<file path="src/rtl/isp_prim_fetch.sv">
// ISP primitive-set fetcher: walks a strip, triangle array or quad array from VRAM
// and streams tagged header/vertex words to the rasteriser.
module isp_prim_fetch #(
  parameter int ADDR_W     = 24,
  parameter int DATA_W     = 32,
  parameter int MAX_VWORDS = 16
) (
  input  logic              clock,
  input  logic              reset_n,
  input  logic [31:0]       opb_word,
  input  logic [ADDR_W-1:0] poly_addr,
  input  logic              render_poly,
  output logic              vram_rd,
  output logic [ADDR_W-1:0] vram_addr,
  input  logic              vram_ack,
  input  logic [DATA_W-1:0] vram_din,
  output logic              out_valid,
  input  logic              out_ready,
  output logic [DATA_W-1:0] out_data,
  output logic              out_hdr,
  output logic [1:0]        out_vert,
  output logic [3:0]        out_widx,
  output logic              out_first,
  output logic              out_last,
  output logic              busy,
  output logic              poly_done
);

  typedef enum logic [2:0] {IDLE, HDR_RD, HDR_RP, VTX_RD, FLUSH, DONE} state_t;

  localparam logic [4:0] VW_MAX = 5'(MAX_VWORDS);

  state_t state, nxt;

  logic [ADDR_W-1:0] base_addr, rd_addr;
  logic [2:0]        hw;
  logic [4:0]        vw;
  logic [1:0]        nv_m1;
  logic              strip;
  logic [2:0]        cur_k;
  logic [5:0]        mask_rem;
  logic [3:0]        prim_left;
  logic [3:0]        widx;
  logic [1:0]        vidx;
  logic              pending;
  logic [DATA_W-1:0] hdr_regs [5];

  logic              is_strip_in, is_tri_in, is_quad_in;
  logic [5:0]        mask_in;
  logic [2:0]        hw_in;
  logic [4:0]        vw_raw, vw_in;
  logic [ADDR_W-1:0] addr_in;
  logic              slot_free, got, rp_go, hdr_end, vtx_end, prim_end, more;
  logic [2:0]        first_k, next_k;
  logic              unused_bits;

  function automatic logic [2:0] lowest(input logic [5:0] m);
    logic [2:0] r;
    r = 3'd0;
    for (int i = 5; i >= 0; i--)
      if (m[i]) r = 3'(i);
    return r;
  endfunction

  function automatic logic [ADDR_W-1:0] vtx_addr(input logic [ADDR_W-1:0] b,
                                                 input logic [2:0] h,
                                                 input logic [4:0] v,
                                                 input logic [2:0] k);
    logic [ADDR_W-1:0] words;
    words = ADDR_W'(h) + ADDR_W'(v) * ADDR_W'(k);
    return b + (words << 2);
  endfunction

  // Strip triangle k is enabled by opb_word[30-k]; bit 0 of the mask is triangle 0.
  assign is_strip_in = ~opb_word[31];
  assign is_tri_in   = (opb_word[31:29] == 3'b100);
  assign is_quad_in  = (opb_word[31:29] == 3'b101);
  assign mask_in     = {opb_word[25], opb_word[26], opb_word[27],
                        opb_word[28], opb_word[29], opb_word[30]};
  assign hw_in       = opb_word[24] ? 3'd5 : 3'd3;
  assign vw_raw      = 5'd3 + (opb_word[24] ? {1'b0, opb_word[23:21], 1'b0}
                                            : {2'b00, opb_word[23:21]});
  assign vw_in       = (vw_raw > VW_MAX) ? VW_MAX : vw_raw;
  assign addr_in     = {poly_addr[ADDR_W-1:2], 2'b00};
  assign first_k     = lowest(mask_in);
  assign next_k      = lowest(mask_rem);
  assign unused_bits = ^{opb_word[20:0], poly_addr[1:0]};

  // A request is only opened when the output slot is empty or draining, so the
  // acked word always has somewhere to land.
  assign slot_free = ~out_valid | out_ready;
  assign got       = vram_rd & vram_ack;
  assign rp_go     = (state == HDR_RP) & slot_free;
  assign hdr_end   = (widx == 4'(hw) - 4'd1);
  assign vtx_end   = ({1'b0, widx} == vw - 5'd1);
  assign prim_end  = (state == VTX_RD) & vtx_end & (vidx == nv_m1);
  assign more      = strip ? (mask_rem != 6'd0) : (prim_left != 4'd0);
  assign vram_addr = rd_addr;

  always_ff @(posedge clock or negedge reset_n) begin
    if (!reset_n) state <= IDLE;
    else          state <= nxt;
  end

  always_comb begin
    nxt       = state;
    vram_rd   = 1'b0;
    busy      = 1'b0;
    poly_done = 1'b0;
    case (state)
      IDLE: begin
        if (render_poly) begin
          if (is_tri_in || is_quad_in || (is_strip_in && mask_in != 6'd0)) nxt = HDR_RD;
          else                                                             nxt = DONE;
        end
      end
      HDR_RD: begin
        busy    = 1'b1;
        vram_rd = pending | slot_free;
        if (vram_rd && vram_ack && hdr_end) nxt = VTX_RD;
      end
      HDR_RP: begin
        busy = 1'b1;
        if (slot_free && hdr_end) nxt = VTX_RD;
      end
      VTX_RD: begin
        busy    = 1'b1;
        vram_rd = pending | slot_free;
        if (vram_rd && vram_ack && vtx_end && vidx == nv_m1) begin
          if (!more)     nxt = FLUSH;
          else if (strip) nxt = HDR_RP;
          else           nxt = HDR_RD;
        end
      end
      FLUSH: begin
        busy = 1'b1;
        if (slot_free) nxt = DONE;
      end
      DONE: begin
        poly_done = 1'b1;
        nxt       = IDLE;
      end
      default: nxt = IDLE;
    endcase
  end

  always_ff @(posedge clock or negedge reset_n) begin
    if (!reset_n) begin
      base_addr <= '0;
      rd_addr   <= '0;
      hw        <= '0;
      vw        <= '0;
      nv_m1     <= '0;
      strip     <= 1'b0;
      cur_k     <= '0;
      mask_rem  <= '0;
      prim_left <= '0;
      widx      <= '0;
      vidx      <= '0;
      pending   <= 1'b0;
      for (int i = 0; i < 5; i++) hdr_regs[i] <= '0;
    end else begin
      pending <= vram_rd & ~vram_ack;
      if (state == IDLE && render_poly) begin
        base_addr <= addr_in;
        rd_addr   <= addr_in;
        hw        <= hw_in;
        vw        <= vw_in;
        nv_m1     <= is_quad_in ? 2'd3 : 2'd2;
        strip     <= is_strip_in;
        cur_k     <= first_k;
        mask_rem  <= mask_in & ~(6'b1 << first_k);
        prim_left <= opb_word[28:25];
        widx      <= '0;
        vidx      <= '0;
      end
      if (got && state == HDR_RD) hdr_regs[widx[2:0]] <= vram_din;
      if (got || rp_go) begin
        if (state == VTX_RD) begin
          if (vtx_end) begin
            widx <= '0;
            vidx <= (vidx == nv_m1) ? 2'd0 : vidx + 2'd1;
          end else begin
            widx <= widx + 4'd1;
          end
        end else begin
          widx <= hdr_end ? 4'd0 : widx + 4'd1;
        end
      end
      // Strips jump to their first vertex; arrays are one contiguous run of words.
      if (got) begin
        if (state == HDR_RD && hdr_end && strip) rd_addr <= vtx_addr(base_addr, hw, vw, cur_k);
        else if (prim_end && strip)             rd_addr <= vtx_addr(base_addr, hw, vw, next_k);
        else                                     rd_addr <= rd_addr + ADDR_W'(4);
      end
      if (got && prim_end && strip) begin
        cur_k    <= next_k;
        mask_rem <= mask_rem & ~(6'b1 << next_k);
      end
      if (got && prim_end && !strip) prim_left <= prim_left - 4'd1;
    end
  end

  always_ff @(posedge clock or negedge reset_n) begin
    if (!reset_n) begin
      out_valid <= 1'b0;
      out_data  <= '0;
      out_hdr   <= 1'b0;
      out_vert  <= '0;
      out_widx  <= '0;
      out_first <= 1'b0;
      out_last  <= 1'b0;
    end else if (got || rp_go) begin
      out_valid <= 1'b1;
      out_data  <= got ? vram_din : hdr_regs[widx[2:0]];
      out_hdr   <= (state != VTX_RD);
      out_vert  <= (state == VTX_RD) ? vidx : 2'd0;
      out_widx  <= widx;
      out_first <= (state != VTX_RD) && (widx == 4'd0);
      out_last  <= prim_end;
    end else if (out_ready) begin
      out_valid <= 1'b0;
    end
  end

endmodule

</file>
<file path="config.mk">
export PLATFORM = sky130hd
export DESIGN_NAME = isp_prim_fetch
export DESIGN_NICKNAME = d
export VERILOG_FILES = /design/src/rtl/isp_prim_fetch.sv
export SDC_FILE = /design/constraint.sdc
export NUM_CORES = 1
export LEC_CHECK = 0
export CAP_MARGIN = 20
export CORE_UTILIZATION = 60
export DETAILED_ROUTE_END_ITERATION = 8
export PLACE_DENSITY_LB_ADDON = 0.25
export SETUP_SLACK_MARGIN = 0.02
export SYNTH_ARGS = -nofsm -noshare
export SYNTH_HDL_FRONTEND = slang
export SYNTH_SLANG_ARGS = --single-unit
</file>
<file path="constraint.sdc">
create_clock -name clock -period 13.3 [get_ports clock]
set_input_delay 2.66 -clock clock [delete_from_list [all_inputs] [get_ports clock]]
set_output_delay 2.66 -clock clock [all_outputs]
set_load 0.03 [all_outputs]
</file>
======== Word level (Yosys, flattened, before mapping) ========
Cells that the tools add are included.
operators by class
  $add $sub $neg .......................... 11
  $mul .................................... 2
  divide/modulo/power cells ............... 0
  order comparisons ....................... 3
  eq/ne operators ......................... 16
  shifts and indexed selects .............. 2
  multiplexer cells ....................... 59
  bitwise operators ....................... 15
  reductions and logical operators ........ 33
operators with widths
  cell                     number
  $bwmux W160              1
  $mux W32                 4
  $bmux W32 S3             1
  $demux W32 S3            1
  $mux W24                 4
  $mux W3                  22
  $add A24 B11 Y24         2
  $mux W4                  8
  $add A24 B3 Y24 const B  1
  $add A3 B8 Y9            2
  $logic_and A1 B1 Y1      16
  $mul A5 B3 Y8            2
  $pmux W3 S5              1
  $mux W2                  7
  $and A6 B6 Y6            2
  $eq A3 B3 Y1 const B     4
  $mux W6                  2
  $not A6 Y6               2
  $reduce_bool A6 Y1       2
  $shl A1 B3 Y6 const A    2
  $reduce_bool A2 Y1       5
  $ne A2 B2 Y1 const B     4
  $mux W1                  7
  $eq A3 B2 Y1 const B     2
  28 further kinds         37
storage, ports and cells
  bits in registers ....................... 282
  latch bits .............................. 0
  RAM bits ................................ 0
  ROM bits ................................ 0
  bits of input ports ..................... 93
  output and inout port bits .............. 69
  logic and storage cells ................. 166
  memories ................................ 0

======== Longest topological paths before layout ========
  word-level depth ........................ 12
  depth in mapped cells ................... 24
  gate-level depth less buffers ........... 23

======== Worst setup path before layout ========
OpenSTA, ideal clock, no wires.
  path type ............................... input to output
  from .................................... input port out_ready
  to ...................................... output port vram_rd
  arrival ................................. 3343 ps
  required time ........................... 10640 ps
  path slack .............................. 7297 ps
  stages on the path ...................... 3
  path buffers ............................ 0
  path through ............................ nand2b_1 > nor2_1 > nor2_1
on the way
  longest elaborated chain between the ends .. 3
RTL lines
  element       RTL line  source
  from (decl)   18        input logic out_ready,
  $or A1 B1 Y1  91        assign slot_free = ~out_valid | out_ready;
  $or A1 B1 Y1  119, 128
  $mux W1       n/a
  to (decl)     13        output logic vram_rd,
Every way passes these cells.

======== Worst setup path after layout ========
Same ends and word-level chain as after synthesis.

==> impl_results.md <==
* Number of warning messages in the yosys log at 0
* Crit path kind: in -> out
* Total power divided by cell area at 276 nW/um^2
* Net switching component of the power at 0.00210 W
* GRT Resource Usage Total at 30.6%
* Max-Cap Viols at 0
* Horiz. Die Dim at 164 um
* Number of cells on the worst reg-to-reg path at 20
* Buffer count from post-CTS setup fixing at 0
* Global-route wire length before repair at 64,700 um
* Number of gates given a new drive strength after cts at 0
* Int Power at 0.00295 W
* Final global-route overflow total at 0
* Synth top area share at 44.5%
* Final-layout fill cell count at 1,808
* Most numerous cell in the Yosys netlist: sky130_fd_sc_hd__dfrtp_1
* Num CTS Buffers at 30
* Worst EP arrival at 4.28 ns
* Static leakage power at 8.02 nW
* First drt pass iteration count at 5
* I/O pins at 162
* End point of the critical path: vram_rd
* Cell with the largest stage delay on the worst path: sky130_fd_sc_hd__clkdlybuf4s50_1
* Quantity of I/O buffers inserted on ports at 136
* Switching Share at 41.6%
* Data required, critical path at 10.64 ns
* Number of remaining DRC errors at 0
* Count of endpoints failing setup in the final report at 0
* Via density per instance at 6.40
* H-Tree Depth at 1
* Startpoint of the worst register-to-register path: mask_rem[1]
* Maximum buffer depth of the clock tree at 3
* Detailed Place HPWL at 25,700 um
* Total count of max-transition violations in the final report at 0
* Measured slew at the worst slew-check pin at 1.18 ns
* Async set-reset flop share out of synthesis at 100%
* Final weighted congestion of routability-driven global placement at 0.919
* Run status: finished clean
* Clk pwr share at 16.9%
* Crit-path cells: clkdlybuf4s50_1 -> nand2b_1 -> nor2_1 -> nor2_1 -> clkdlybuf4s50_1
* Commonest cells in the synthesized netlist: sky130_fd_sc_hd__dfrtp_1, sky130_fd_sc_hd__nand2_1, sky130_fd_sc_hd__mux2_2
* Clk root buf: sky130_fd_sc_hd__clkbuf_16
* Capture instance of the worst register-to-register path: vram_addr[19]
* Synth Cell Area at 15,700 um^2
* Sequential-to-total area share from yosys stat at 44.5%
* Total length of routed wires at 40,100 um
* Number of instances in the synthesized netlist at 1,465
* Path type of the worst min-delay path: reg -> reg
* Max FO, Critical Path at 7
* Vias after detailed routing at 12,300
* Detail Route Antenna Nets at 0
* Cell accounting for the most synthesized area: sky130_fd_sc_hd__dfrtp_1
* Vertical extent of the die at 164 um
* Unrepaired setup endpoints after global routing: no
* Row count at 58
* Normalized max-slew margin at 20.9%
* WL/cell at 21.0 um
* Pin count of the biggest net entering global routing at 145
* Clock period minus final worst setup slack at 6.94 ns
* Worst Clk Skew at 0.0328 ns
* Post-route clock period utilization at 52.1%
* Clock transition at the register clock pins on the worst setup and hold paths after CTS at 0.06 ns
* Delay contributed by the slowest stage of the critical path at 0.68 ns
* Hold buffer count at cts at 0
* EDFF count, synth at 0
* TritonCTS clock tree: yes
* Source-to-sink clock delay at the later pin of the worst-skew pair at 0.59 ns
* Number of unique standard cell types used by synthesis at 78
* Total negative slack at 0 ns
* Initial core utilization at 61.8%
* Count of clock tree sinks at 279
* Sequential power share at 30.5%
* Final-stage net count at 1,722
* Final Hold Slack at 0.478 ns
* Max Clock Freq at 0.144 GHz
* Predominant post-synthesis flop cell: sky130_fd_sc_hd__dfrtp_1
* Crit. End Element: output pin
* Launch point of the critical path: out_ready
* Vias in the first global route at 12,300
* Register-to-register setup slack at 6.97 ns
* Top cells by area in the synthesized netlist: sky130_fd_sc_hd__dfrtp_1, sky130_fd_sc_hd__mux2_2, sky130_fd_sc_hd__ha_1, sky130_fd_sc_hd__nand2_1, sky130_fd_sc_hd__mux4_2
* Worst setup SP type: input pin
* Violation count after the first detailed-route iteration at 1,087
* Final hold violations at 0
* Peak supply drop at 0.212 mV
* Relative area change from synthesis to final layout at 16.3%
* #FFs+latches synth at 279
* Floorplan die area at 26,800 um^2
* Antenna violations before repair at 0
* Share of layout cells above drive strength 1 at 17.3%
* Mean post-synth cell area at 10.7 um^2
* Core region area at 25,400 um^2
* Logic gate share of total power at 52.6%
placed cells by master, fill, tap and decap left out, types with 9 or more instances in the layout:
cell type / synthesis / routed
sky130_fd_sc_hd__a211oi_1: 9 / 9
sky130_fd_sc_hd__a21o_1: 15 / 14
sky130_fd_sc_hd__a21oi_1: 54 / 54
sky130_fd_sc_hd__a221o_1: 34 / 34
sky130_fd_sc_hd__a31oi_1: 9 / 9
sky130_fd_sc_hd__and2_1: 20 / 19
sky130_fd_sc_hd__buf_4: 3 / 17
sky130_fd_sc_hd__clkbuf_1: 48 / 10
sky130_fd_sc_hd__clkbuf_16: 0 / 30
sky130_fd_sc_hd__clkdlybuf4s50_1: 0 / 135
sky130_fd_sc_hd__dfrtp_1: 279 / 277
sky130_fd_sc_hd__fa_1: 12 / 12
sky130_fd_sc_hd__ha_1: 54 / 54
sky130_fd_sc_hd__inv_1: 45 / 45
sky130_fd_sc_hd__mux2_2: 163 / 163
sky130_fd_sc_hd__mux2i_1: 16 / 16
sky130_fd_sc_hd__mux4_2: 28 / 28
sky130_fd_sc_hd__nand2_1: 171 / 171
sky130_fd_sc_hd__nand3_1: 42 / 40
sky130_fd_sc_hd__nand4_1: 10 / 10
sky130_fd_sc_hd__nor2_1: 49 / 49
sky130_fd_sc_hd__nor3_1: 28 / 24
sky130_fd_sc_hd__o211ai_1: 11 / 11
sky130_fd_sc_hd__o21a_1: 11 / 11
sky130_fd_sc_hd__o21ai_0: 113 / 113
sky130_fd_sc_hd__o31ai_1: 13 / 13
sky130_fd_sc_hd__or3_1: 13 / 13
sky130_fd_sc_hd__xnor2_1: 37 / 37
sky130_fd_sc_hd__xor2_1: 24 / 24
power groups by stage:
stage	sequential (W)	combinational (W)	clock, W
5_1_grt	0.00159	0.00290	0.000899
3_3_place_gp	0.00151	0.00254	0
6_report	0.00154	0.00266	0.000854
3_5_place_dp	0.00154	0.00262	0
2_1_floorplan	0.00157	0.00186	0
4_1_cts	0.00153	0.00265	0.000862
through the flow:
stage | worst slack, ns | instances | cell area (um^2) | utilization (%) | power, W
global placement | 6.39 | 1861 | 17300 | 67.9 | 0.00405
CTS | 6.35 | 1912 | 18300 | 71.9 | 0.00504
detailed placement | 6.35 | 1861 | 17300 | 67.9 | 0.00416
finish | 6.36 | 1913 | 18300 | 71.9 | 0.00505
global route | 6.22 | 1912 | 18300 | 71.9 | 0.00538
floorplan | 7.30 | 1466 | 15700 | - | 0.00343
per-layer routing:
layer | track usage, % | routed length, um | part of all wire, % | vias up
met5 | 0 | 0 | 0 | -
met4 | 11.5 | 1330 | 3.3 | 0
met3 | 4.07 | 2380 | 5.9 | 114
met2 | 52.9 | 20100 | 50 | 453
met1 | 39.4 | 16300 | 41 | 6150
li1 | - | - | - | 5534
flip-flops by register name (all words and copies together) (netlist names), 4 cells and up:
name,cells
vram_addr,22
widx,4
vw,5
out_widx,4
prim_left,4
hdr_regs,160
base_addr,22
mask_rem,6
out_data,32
cells by family after synthesis:
logic type	synth area share, %
AO/OA/AOI/OAI	14.0
AND/OR/NAND/NOR	11.9
other	0.0239
adder cells (fa/ha/maj)	5.83
flip-flops	44.5
buffers and inverters	3.60
multiplexers	16.7
XOR/XNOR	3.40
how the worst min path moves through the flow:
stage,slack [ns],depth (start not counted),to,from
floorplan,0.46,2,nv_m1[0],nv_m1[0]
global placement,0.46,2,out_data[13],out_data[13]
detailed placement,0.47,2,out_data[28],out_data[28]
CTS,0.48,2,out_data[28],out_data[28]
global route,0.50,2,out_data[28],out_data[28]
finish,0.48,2,out_data[1],out_data[1]
critical path, delay by kind of cell:
family                 cells  cell delay (ns)
buffers and inverters      2             1.15
and+or+nand+nor            3             0.47
final cells by class:
| cell class | count | area [um^2] | area share [%] |
|---|---|---|---|
| Antenna cell | 1 | 2.50 | 0.0137 |
| Clock buffer | 47 | 885 | 4.84 |
| Clock inverter | 4 | 120 | 0.658 |
| Inverter | 46 | 173 | 0.945 |
| Multi-Input combinational cell | 1053 | 8190 | 44.9 |
| Sequential cell | 279 | 6980 | 38.2 |
| Tap cell | 330 | 413 | 2.26 |
| Timing Repair Buffer | 153 | 1490 | 8.18 |
(Power assumes the default switching activity.)
